===== config.mk =====
export PLATFORM = sky130hd
export DESIGN_NAME = ddr_burst_arbiter
export DESIGN_NICKNAME = d
export VERILOG_FILES = /design/src/rtl/ddr_burst_arbiter.sv
export SDC_FILE = /design/constraint.sdc
export NUM_CORES = 1
export LEC_CHECK = 0
export CAP_MARGIN = 20
export CORE_ASPECT_RATIO = 0.7
export CORE_MARGIN = 2
export CORE_UTILIZATION = 41
export CTS_CLUSTER_DIAMETER = 150
export CTS_CLUSTER_SIZE = 16
export DETAILED_ROUTE_END_ITERATION = 16
export MAX_ROUTING_LAYER = met4
export PLACE_DENSITY_LB_ADDON = 0.2
export SETUP_SLACK_MARGIN = 0.02
export SLEW_MARGIN = 20
export SYNTH_ARGS = -nofsm -noshare
export SYNTH_HDL_FRONTEND = slang
export SYNTH_SLANG_ARGS = --single-unit
export TNS_END_PERCENT = 1

===== constraint.sdc =====
create_clock -name clk -period 2.2 [get_ports clk]
set_input_delay 0.22 -clock clk [delete_from_list [all_inputs] [get_ports clk]]
set_output_delay 0.22 -clock clk [all_outputs]
set_load 0.005 [all_outputs]

===== src/rtl/ddr_burst_arbiter.sv =====
// Arbitrates the single ddr_controller rd/wr burst port among ins refill, data refill, jump fetch and store.
// Define ARB_RR_EN for round-robin among the three read requesters (store always wins).
module ddr_burst_arbiter #(
   parameter int DDR_ADDR_WIDTH = 28,
   parameter int MAX_BURST_LEN  = 256,
   parameter int BEAT_CNT_WIDTH = 10
) (
   input  logic                      clk,
   input  logic                      rst,
   input  logic                      init_calib_complete,
   input  logic                      ins_read_req,
   input  logic [DDR_ADDR_WIDTH-1:0] ins_read_addr,
   input  logic [7:0]                ins_read_len,
   input  logic                      ddr_to_ic_fifo_empty,
   input  logic                      data_read_req,
   input  logic                      jmp_addr_read_req,
   input  logic [DDR_ADDR_WIDTH-1:0] data_read_addr,
   input  logic [BEAT_CNT_WIDTH-1:0] data_read_len,
   input  logic                      ddr_to_dc_fifo_empty,
   input  logic                      data_store_req,
   input  logic [DDR_ADDR_WIDTH-1:0] data_write_addr,
   input  logic [BEAT_CNT_WIDTH-1:0] wr_data_cnt,
   output logic                      rd_burst_req,
   output logic                      wr_burst_req,
   output logic [BEAT_CNT_WIDTH-1:0] rd_burst_len,
   output logic [BEAT_CNT_WIDTH-1:0] wr_burst_len,
   output logic [DDR_ADDR_WIDTH-1:0] rd_burst_addr,
   output logic [DDR_ADDR_WIDTH-1:0] wr_burst_addr,
   input  logic                      rd_burst_data_valid,
   input  logic                      rd_burst_finish,
   input  logic                      wr_burst_finish,
   output logic                      ins_reading,
   output logic                      data_reading,
   output logic                      jmp_reading,
   output logic                      data_storing,
   output logic                      ins_done,
   output logic                      data_done,
   output logic                      jmp_done,
   output logic                      store_done,
   output logic [1:0]                grant_id,
   output logic                      len_err,
   output logic [1:0]                fsm_state
);

   localparam logic [BEAT_CNT_WIDTH-1:0] MAX_LEN = BEAT_CNT_WIDTH'(MAX_BURST_LEN);
   localparam logic [1:0] ID_INS   = 2'd0;
   localparam logic [1:0] ID_DATA  = 2'd1;
   localparam logic [1:0] ID_JMP   = 2'd2;
   localparam logic [1:0] ID_STORE = 2'd3;

   typedef enum logic [1:0] {
      IDLE    = 2'd0,
      RD_BUSY = 2'd1,
      WR_BUSY = 2'd2,
      DONE    = 2'd3
   } state_t;

   state_t state, state_nxt;

   logic                      ins_elig, data_elig, jmp_elig, store_elig, any_elig;
   logic                      take_grant;
   logic [1:0]                grant_sel;
   logic [BEAT_CNT_WIDTH-1:0] sel_len;
   logic [DDR_ADDR_WIDTH-1:0] sel_addr;
   logic [1:0]                owner_q;
   logic                      zero_len_q;
   logic [BEAT_CNT_WIDTH-1:0] beat_cnt;
   logic [BEAT_CNT_WIDTH:0]   beat_total;
   logic                      busy_any, done_any;

   function automatic logic [BEAT_CNT_WIDTH-1:0] clamp_len(input logic [BEAT_CNT_WIDTH-1:0] len);
      return (len > MAX_LEN) ? MAX_LEN : len;
   endfunction

   // Reads may only start when the destination FIFO has fully drained.
   assign ins_elig   = ins_read_req      & ddr_to_ic_fifo_empty;
   assign data_elig  = data_read_req     & ddr_to_dc_fifo_empty;
   assign jmp_elig   = jmp_addr_read_req & ddr_to_dc_fifo_empty;
   assign store_elig = data_store_req;
   assign any_elig   = ins_elig | data_elig | jmp_elig | store_elig;
   assign take_grant = (state == IDLE) & init_calib_complete & any_elig;

`ifdef ARB_RR_EN
   logic [1:0] rr_last;

   // Search begins at the read requester after the one granted last.
   always_comb begin
      grant_sel = ID_INS;
      if (store_elig) begin
         grant_sel = ID_STORE;
      end else begin
         case (rr_last)
            ID_INS: begin
               if (data_elig)     grant_sel = ID_DATA;
               else if (jmp_elig) grant_sel = ID_JMP;
               else               grant_sel = ID_INS;
            end
            ID_DATA: begin
               if (jmp_elig)      grant_sel = ID_JMP;
               else if (ins_elig) grant_sel = ID_INS;
               else               grant_sel = ID_DATA;
            end
            default: begin
               if (ins_elig)       grant_sel = ID_INS;
               else if (data_elig) grant_sel = ID_DATA;
               else                grant_sel = ID_JMP;
            end
         endcase
      end
   end

   always_ff @(posedge clk or negedge rst) begin
      if (!rst) begin
         rr_last <= ID_INS;
      end else if (take_grant && (grant_sel != ID_STORE)) begin
         rr_last <= grant_sel;
      end
   end
`else
   always_comb begin
      grant_sel = ID_INS;
      if (store_elig)     grant_sel = ID_STORE;
      else if (jmp_elig)  grant_sel = ID_JMP;
      else if (data_elig) grant_sel = ID_DATA;
      else                grant_sel = ID_INS;
   end
`endif

   always_comb begin
      sel_len  = '0;
      sel_addr = '0;
      case (grant_sel)
         ID_INS: begin
            sel_len  = clamp_len(BEAT_CNT_WIDTH'(ins_read_len));
            sel_addr = ins_read_addr;
         end
         ID_DATA: begin
            sel_len  = clamp_len(data_read_len);
            sel_addr = data_read_addr;
         end
         ID_JMP: begin
            sel_len  = BEAT_CNT_WIDTH'(1);
            sel_addr = data_read_addr;
         end
         default: begin
            sel_len  = clamp_len(wr_data_cnt);
            sel_addr = data_write_addr;
         end
      endcase
   end

   always_ff @(posedge clk or negedge rst) begin
      if (!rst) state <= IDLE;
      else      state <= state_nxt;
   end

   // Burst handshake: rd/wr_burst_req is held high with address and length stable until the
   // controller returns a one-cycle *_burst_finish; a finish seen outside the busy states is ignored.
   always_comb begin
      state_nxt = state;
      case (state)
         IDLE: begin
            if (take_grant) begin
               if (sel_len == '0)              state_nxt = DONE;
               else if (grant_sel == ID_STORE) state_nxt = WR_BUSY;
               else                            state_nxt = RD_BUSY;
            end
         end
         RD_BUSY: if (rd_burst_finish) state_nxt = DONE;
         WR_BUSY: if (wr_burst_finish) state_nxt = DONE;
         default: state_nxt = IDLE;
      endcase
   end

   always_comb begin
      rd_burst_req = (state == RD_BUSY);
      wr_burst_req = (state == WR_BUSY);
      // A zero-length grant shows busy only during its DONE cycle.
      busy_any     = (state == RD_BUSY) | (state == WR_BUSY) | ((state == DONE) & zero_len_q);
      done_any     = (state == DONE);
      ins_reading  = busy_any & (owner_q == ID_INS);
      data_reading = busy_any & (owner_q == ID_DATA);
      jmp_reading  = busy_any & (owner_q == ID_JMP);
      data_storing = busy_any & (owner_q == ID_STORE);
      ins_done     = done_any & (owner_q == ID_INS);
      data_done    = done_any & (owner_q == ID_DATA);
      jmp_done     = done_any & (owner_q == ID_JMP);
      store_done   = done_any & (owner_q == ID_STORE);
      grant_id     = owner_q;
      fsm_state    = state;
   end

   always_ff @(posedge clk or negedge rst) begin
      if (!rst) begin
         owner_q       <= ID_INS;
         zero_len_q    <= 1'b0;
         rd_burst_addr <= '0;
         rd_burst_len  <= '0;
         wr_burst_addr <= '0;
         wr_burst_len  <= '0;
      end else if (take_grant) begin
         owner_q    <= grant_sel;
         zero_len_q <= (sel_len == '0);
         if (grant_sel == ID_STORE) begin
            wr_burst_addr <= sel_addr;
            wr_burst_len  <= sel_len;
         end else begin
            rd_burst_addr <= sel_addr;
            rd_burst_len  <= sel_len;
         end
      end
   end

   // A beat arriving together with finish still belongs to the burst.
   assign beat_total = {1'b0, beat_cnt} + (BEAT_CNT_WIDTH+1)'(rd_burst_data_valid);

   always_ff @(posedge clk or negedge rst) begin
      if (!rst) begin
         beat_cnt <= '0;
         len_err  <= 1'b0;
      end else begin
         if (state == DONE) begin
            beat_cnt <= '0;
         end else if ((state == RD_BUSY) && rd_burst_data_valid && (beat_cnt != '1)) begin
            beat_cnt <= beat_cnt + BEAT_CNT_WIDTH'(1);
         end
         if ((state == RD_BUSY) && rd_burst_finish && (beat_total != {1'b0, rd_burst_len})) begin
            len_err <= 1'b1;
         end
      end
   end

endmodule

After elaboration in Yosys (flattened, before gate mapping):

Index checks and enable logic that the tools add are counted.
Widths: inputs -> output; s select.

* register bits: 92
* bits in latches: 0
* bits in writable memories: 0
* bits in read-only memories: 0
* word-level logic and storage cells: 75
* memories: 0

* add/sub/neg operators: 2
* $mul: 0
* div/mod/pow operators: 0
* magnitude comparators: 2
* equality and inequality tests: 14
* shift operators: 0
* multiplexer cells: 15
* bitwise gates (word level): 20
* reductions and logical operators: 13

Operator list (count)
* $pmux 28 s2: 1
* $mux 10: 4
* $pmux 10 s3: 1
* $gt 10x9->1 const B: 2
* $and 1x1->1: 14
* $mux 2: 7
* $eq 2x2->1 const B: 6
* $add 10x1->11: 1
* $ne 11x10->1: 1
* $add 10x1->10 const B: 1
* $logic_not 10->1: 1
* $ne 10x10->1 const B: 1
* $eq 2x1->1 const B: 3
* $logic_not 2->1: 3
* $pmux 2 s3: 1
* $or 1x1->1: 5
* $logic_and 1x1->1: 4
* $ne 2x1->1 const B: 2
* $reduce_and 2->1: 2
* $reduce_and 3->1: 1
* $ne 2x2->1 const B: 1
* $reduce_bool 2->1: 1
* $reduce_or 2->1: 1
* $mux 1: 1
* $not 1->1: 1

Longest topological paths before layout:

Gate-level depths: netlist of the first run.

* depth in word-level cells: 10
* mapped depth: 9
* gate-level depth less buffers: 9

Worst setup path after synthesis of the first run:

No wires, ideal clock.

* path kind: input port to flip-flop
* start: in jmp_addr_read_req
* end: reg zero_len_q
* setup time: 0.092 ns
* data arrival time: 1.763 ns
* path slack: 0.345 ns
* stages: 9
* path buffers: 0
* path through: inv_1 > a31oi_1 > inv_1 > ha_1 > nor3b_2 > a221oi_1 > a32o_1 > nand2_1 > o31ai_2

* cells in the longest elaborated chain, start to end: 6
* elaborated cells on any way between the ends: 11
* classes of those cells: eq/ne (2); mux (3); bitwise (4); reduce/logical (2)

Ends and longest elaborated chain
* from (decl): line 16 `input logic jmp_addr_read_req,`
* $and 1x1->1 (*): line 78 `assign jmp_elig = jmp_addr_read_req & ddr_to_dc_fifo_empty;`
* $mux 2 (*): line 123 `else if (jmp_elig) grant_sel = ID_JMP;`
* $mux 2 (*): line 122 `if (store_elig) grant_sel = ID_STORE;`
* named net grant_sel[0]: line 62 `logic [1:0] grant_sel;`
* $eq 2x2->1, or another cell as far along: line 132 `case (grant_sel)`
* $pmux 10 s3 (*): line 132
* $logic_not 10->1 (*): line 203 `zero_len_q <= (sel_len == '0);`
* to (signal assigned): line 203
* to (decl): line 66 `logic zero_len_q;`

The timed path passes the listed nets; every way through them passes the cells marked *.
A chain may end at the register's enable or synchronous reset.

Worst setup path in the final report of the first run:

* start: reg state[1], in the netlist fsm_state[1]
* end: out data_reading

* cells in the longest elaborated chain, start to end: 4
* elaborated cells on any way between the ends: 7
* classes of those cells: eq/ne (3); bitwise (4)

Ends and longest elaborated chain
* from (decl): line 58 `state_t state, state_nxt;`
* from (signal assigned): line 154 `else state <= state_nxt;`
* $eq 2x1->1 or $eq 2x2->1 (tied branches): line 179 `busy_any = (state == RD_BUSY) | (state == WR_BUSY) | ((state == DONE) & zero_len_q);`
* $or 1x1->1 or $and 1x1->1 (tied branches): line 179
* $or 1x1->1 (*): line 179
* $and 1x1->1 (*): line 182 `data_reading = busy_any & (owner_q == ID_DATA);`
* to (decl): line 33 `output logic data_reading,`

Mark *: on every way between the ends. The rest lies on a longest branch, timed or not.

==> flow_summary.toml, run 1 <==
[power_and_ir_drop]
total_power_w = 0.008251
ir_worst_vdd_uv = 617.6
p_per_area_nw_per_um2 = 1115
leakagePower_nw = 3.042

[synth]
async_flop_share_pct = 100.0
syn-num-nets = 567
synth_area_leaders = "dfrtp_1, mux2_2, a22oi_1"
seq_area_frac_synth_pct = 50.45
synthDistinctLibCells = 58
synth_seq_cells = 92
synth_area_leader_cell = "dfrtp_1"
yosysTopAreaCellShare_pct = 50.45
postSynthCellCount = 432
synth_area_um2 = 4563
synth-main-ff-cell = "dfrtp_1"
yosys_warnings = 0
avgSynthCellArea_um2 = 10.56
synth-edff-count = 0

[setup_path]
crit_type = "reg -> out"
timing.rr.start = "beat_cnt[0]"
endpoint_kind = "primary output"
r2r-end = "len_err"
cp-start-kind = "register"
ff2ff_path_depth = 7
crit_path_max_fanout = 4
reg2reg_slack_ns = 0.29
critical_path_required_ns = 1.98
critPathArrivalTime_ns = 1.88

[routing]
routed_wl_mm = 13.30
drt_iter0_markers = 183
vias = 4246
drc = 0
drt-wirelength-per-cell_um = 16.26
avgViaCountPerCell = 5.191
ant_nets = 0
first_pass_iters = 5

[placed_design]
placement.io_buffers = 214
place_ws_ns = -0.2773
routabilityCongestion = 0.8541
hpwl_mm = 10.31
placed_cells = 800

[clocking]
insertion_delay_ns = 0.34
path_clk_slew_ns = 0.07
cts_buffers = 9
tritoncts = "yes"
htree_levels = 3
cts_root_buf = "clkbuf_16"
clkSinkCount = 92
clockBufferDepth = 2

[cells_and_area]
area_growth_pct = 62.24
drive_gt1_share_pct = 13.08
mostFrequentLayoutCells = "clkdlybuf4s50_1, dfrtp_1, nor2_1"
fin_util_pct = 67.73
nets = 795
num_antenna_cells = 0
final_common_cell = "clkdlybuf4s50_1"
final_cells = 818

[floorplan]
core-area_um2 = 10930
die_area_um2 = 12000
num_rows = 32
io-pin-count = 215
start_util_pct = 41.75
die_h_um = 92.27
die_x_um = 130.1

[sta]
timing_hold_violations_final = 0
setup_slack_ns = 0.09781
finClkSkew_ns = 0.004802
hold_slack_ns = 0.3974
clock.fmax_mhz = 475.7
finalCriticalPeriod_ns = 2.102
slew_headroom_pct = 66.07
fin_crit_sh_pct = 95.55
slew_violations = 0
rsz0062_at_grt = "true"
setup_violations = 0
worstMarginPinSlew_ns = 0.5090

[grt]
grt_pass1_wl_mm = 20.84
grt_max_degree = 42
grt_pass1_vias = 4157
track_usage_pct = 23.04
overflow = 0
antenna_found_initial = 0

[job]
drv_cap = 0

[hold_path]
hold_path_class = "in -> async"

[run_status]
status = "finished, final reports clean"
## power by group
part / internal (W) / switching, W / total (W)
logic: 0.00231 / 0.00134 / 0.00365
clock network: 0.00101 / 0.000665 / 0.00167
registers: 0.00242 / 0.000507 / 0.00293
## final cells by class
type,instances,area (um^2)
fillers,829,3527
repair buffers,240,2402
flip-flops and latches,92,2302
multi-input cells,307,2147
clock buffers,10,229.0
well taps,153,191.4
clock inverters,6,93.84
inverters,10,37.54
## worst max path at each step
| stage | start | end | slack, ns | cells past startpoint |
|---|---|---|---|---|
| 2_1_floorplan | jmp_addr_read_req | zero_len_q | 0.34 | 9 |
| 3_3_place_gp | jmp_addr_read_req | zero_len_q | -0.25 | 10 |
| 3_5_place_dp | jmp_addr_read_req | zero_len_q | -0.28 | 10 |
| 4_1_cts | fsm_state[1] | data_reading | 0.003 | 5 |
| 5_1_grt | jmp_addr_read_req | zero_len_q | -0.01 | 10 |
| 6_report | fsm_state[1] | data_reading | 0.1 | 5 |
## registers in the layout, indices dropped and copies added, names as in the netlist
signal	cells
beat_cnt	10
fsm_state	2
grant_id	2
len_err	1
rd_burst_addr	28
rd_burst_len	10
wr_burst_addr	28
wr_burst_len	10
zero_len_q	1
## cells by family after synthesis
| group | after synthesis | synth area share [%] |
|---|---|---|
| DFF | 92 | 50.45 |
| xor gates and xnor gates | 20 | 3.839 |
| muxes | 30 | 7.376 |
| AOI/OAI and AO/OA | 127 | 19.22 |
| buffers and inverters | 33 | 3.235 |
| and+or+nand+nor | 119 | 12.86 |
| adders and majority gates | 11 | 3.016 |
## per-layer routing
| metal | share of wire [%] | global-route usage [%] | vias up |
|---|---|---|---|
| li1 | - | - | 2027 |
| met1 | 41 | 28.92 | 2023 |
| met2 | 50 | 37.52 | 173 |
| met3 | 6.8 | 5.018 | 23 |
| met4 | 1.9 | 6.989 | 0 |
| met5 | 0 | - | - |
## critical path, cell delays in order (launching register included)
cell and delay, ns:
dfrtp_1 0.39, inv_1 0.11, ha_4 0.29, a21oi_2 0.05, nor3b_1 0.19, clkdlybuf4s50_1 0.52
## metrics by stage
step,area (um^2),setup TNS (ns)
final,7403,0
after global routing,7403,-0.01021
after CTS,7363,0
after detailed placement,7027,-9.935
after global placement,7027,-6.795
after floorplan,4563,0
## what timing repair did
item / 4_1_cts / 5_1_grt
hold buffers: 1 / 0
endpoints found under the setup margin: 4 / 9
buffers inserted: 0 / 1
endpoints found under the hold margin: 35 / 0
gates resized for setup: 1 / 7
## synthesized netlist by cell type, types with 4 or more instances
library cell,count
or3_1,6
dfrtp_1,92
mux2_2,27
and3_1,4
xnor2_1,11
nand2_1,24
buf_2,10
clkbuf_1,9
nand3_1,7
xor2_1,9
ha_1,11
o21ai_0,16
nor2_1,51
a22oi_1,36
nand4_1,4
a21oi_1,43
a22o_1,5
inv_1,9
Power figures use the tool's default switching activity.
==> run 2: changes to the inputs <==
--- a/config.mk
+++ b/config.mk
@@ -13,7 +13,7 @@
 export CTS_CLUSTER_SIZE = 16
 export DETAILED_ROUTE_END_ITERATION = 16
 export MAX_ROUTING_LAYER = met4
-export PLACE_DENSITY_LB_ADDON = 0.2
+export PLACE_DENSITY = 0.79
 export SETUP_SLACK_MARGIN = 0.02
 export SLEW_MARGIN = 20
 export SYNTH_ARGS = -nofsm -noshare
==> run 2 against run 1 <==
Cell count fell by 0.86%. Non-clock buffer count fell by 7. Power fell by 1.8%. Critical endpoint is now zero_len_q. Largest power group unchanged.
==> flow_summary.toml, run 2 (same netlist as run 1, synthesis figures left out) <==
[run_status]
status = "finished, final reports clean"

[sta]
worstMarginPinSlew_ns = 0.4199
totalNegativeSetupSlack_ns = 0
hold_slack_ns = 0.2911
slew_headroom_pct = 71.65
clock.fmax_mhz = 476.5
timing_hold_violations_final = 0
rsz0062_at_grt = "true"
fin_crit_sh_pct = 95.40
slew_violations = 0
finalCriticalPeriod_ns = 2.099
finClkSkew_ns = 0.005747
setup_violations = 0

[routing]
vias = 4284
drc = 0
drt_iter0_markers = 163
routed_wl_mm = 13.63
ant_nets = 0
drt-wirelength-per-cell_um = 16.81
avgViaCountPerCell = 5.282
first_pass_iters = 4

[floorplan]
core-area_um2 = 10930
start_util_pct = 41.75
num_rows = 32
io-pin-count = 215
die_x_um = 130.1
die_area_um2 = 12000
die_h_um = 92.27

[clocking]
cts_root_buf = "clkbuf_16"
clockBufferDepth = 2
clkSinkCount = 92
path_clk_slew_ns = 0.07
htree_levels = 3
tritoncts = "yes"
cts_buffers = 9
insertion_delay_ns = 0.34
post_cts_buffers = 0

[cells_and_area]
final_area_um2 = 7356
top_regs = "rd_burst_addr x28, wr_burst_addr x28"
num_antenna_cells = 0
mostFrequentLayoutCells = "clkdlybuf4s50_1, dfrtp_1, nor2_1"
nets = 788
area_growth_pct = 61.20
final_common_cell = "clkdlybuf4s50_1"
fin_util_pct = 67.30
drive_gt1_share_pct = 12.92

[power_and_ir_drop]
leakagePower_nw = 3.024
p_per_area_nw_per_um2 = 1102
ir_worst_vdd_uv = 521.0

[grt]
grt_max_degree = 56
grt_pass1_wl_mm = 21.42
overflow = 0
grt_pass1_vias = 4272
antenna_found_initial = 0
track_usage_pct = 23.53

[placed_design]
placed_area_um2 = 6994
routabilityCongestion = 0.8651
hpwl_mm = 10.29
placement.io_buffers = 214

[hold_path]
hold_path_class = "in -> async"

[job]
drv_cap = 0

[setup_path]
critPathArrivalTime_ns = 2.34
timing.rr.start = "fsm_state[1]"
endpoint_kind = "register"
ff2ff_path_depth = 7
cp-start-kind = "primary input"
crit_type = "in -> reg"
critical_path_required_ns = 2.45
crit_path_max_fanout = 5
r2r-end = "beat_cnt[5]"
reg2reg_slack_ns = 0.30
[run 2: cell count changes in the layout (fill, tap and decap cells not counted), sizes merged]
cell	delta
clkinvlp	+1
dlymetal6s2s	+1
buf	-7
clkdlybuf4s50	-1
clkinv	+1
bufinv	-2
[run 2: how the worst max path moves through the flow]
stage                 startpoint         end  slack (ns)  cells after the start
3_3_place_gp   jmp_addr_read_req  zero_len_q       -0.29                     10
3_5_place_dp   jmp_addr_read_req  zero_len_q       -0.33                     10
2_1_floorplan  jmp_addr_read_req  zero_len_q        0.34                      9
4_1_cts             fsm_state[1]    ins_done       -0.04                      4
6_report       jmp_addr_read_req  zero_len_q        0.10                     10
5_1_grt        jmp_addr_read_req  zero_len_q       -0.06                     10
[run 2: layout make-up]
class                      instances  area [um^2]
clock inverter                     6        46.29
clock buffer                      10        239.0
fill                             858         3575
tap                              153        191.4
inverter                          10        40.04
timing repair buffer             233         2365
multi-input combinational        307         2170
sequential                        92         2305
[run 2: per-layer routing]
| metal | vias to the layer above | track usage [%] | wire [um] |
|---|---|---|---|
| met5 | - | - | 0 |
| met4 | 0 | 7.168 | 248 |
| met3 | 18 | 5.134 | 833 |
| met2 | 165 | 37.78 | 6657 |
| met1 | 2091 | 29.95 | 5889 |
| li1 | 2010 | - | - |
[run 2: what timing repair did]
| action | in CTS | in global routing |
|---|---|---|
| resized for setup | 5 | 10 |
| endpoints found under the hold margin | 17 | 0 |
| hold buffers | 1 | 0 |
| pin swaps | 0 | 0 |
| setup endpoints to repair | 10 | 31 |
[run 2: worst max-delay path: stages]
cell	delay (ns)
clkdlybuf4s50_1	0.53
inv_1	0.07
a31oi_2	0.24
inv_1	0.11
ha_1	0.22
nor3b_4	0.18
a221oi_2	0.27
a32o_1	0.24
nand2_1	0.07
o31ai_2	0.20
[run 2: power breakdown]
group | switching, W | total (W) | internal, W
logic | 0.00136 | 0.00367 | 0.00231
clock network | 0.000677 | 0.00148 | 0.000805
registers | 0.000529 | 0.00295 | 0.00242
[run 2: per-stage QoR]
stage / cells / total power (W) / setup slack [ns]
after floorplan: 432 / 0.004275 / 0.3448
after global placement: 794 / 0.006423 / -0.2922
after detailed placement: 794 / 0.006580 / -0.3314
after CTS: 811 / 0.008140 / -0.03769
after global routing: 811 / 0.008606 / -0.06128
final: 811 / 0.008104 / 0.1013
==> run 3: changes to the inputs <==
--- a/config.mk
+++ b/config.mk
@@ -5,6 +5,7 @@
 export SDC_FILE = /design/constraint.sdc
 export NUM_CORES = 1
 export LEC_CHECK = 0
+export ABC_CLOCK_PERIOD_IN_PS = 2200
 export CAP_MARGIN = 20
 export CORE_ASPECT_RATIO = 0.7
 export CORE_MARGIN = 2
==> results of run 3 <==
No change in the layout: final DEF, timing and power equal those of run 2.
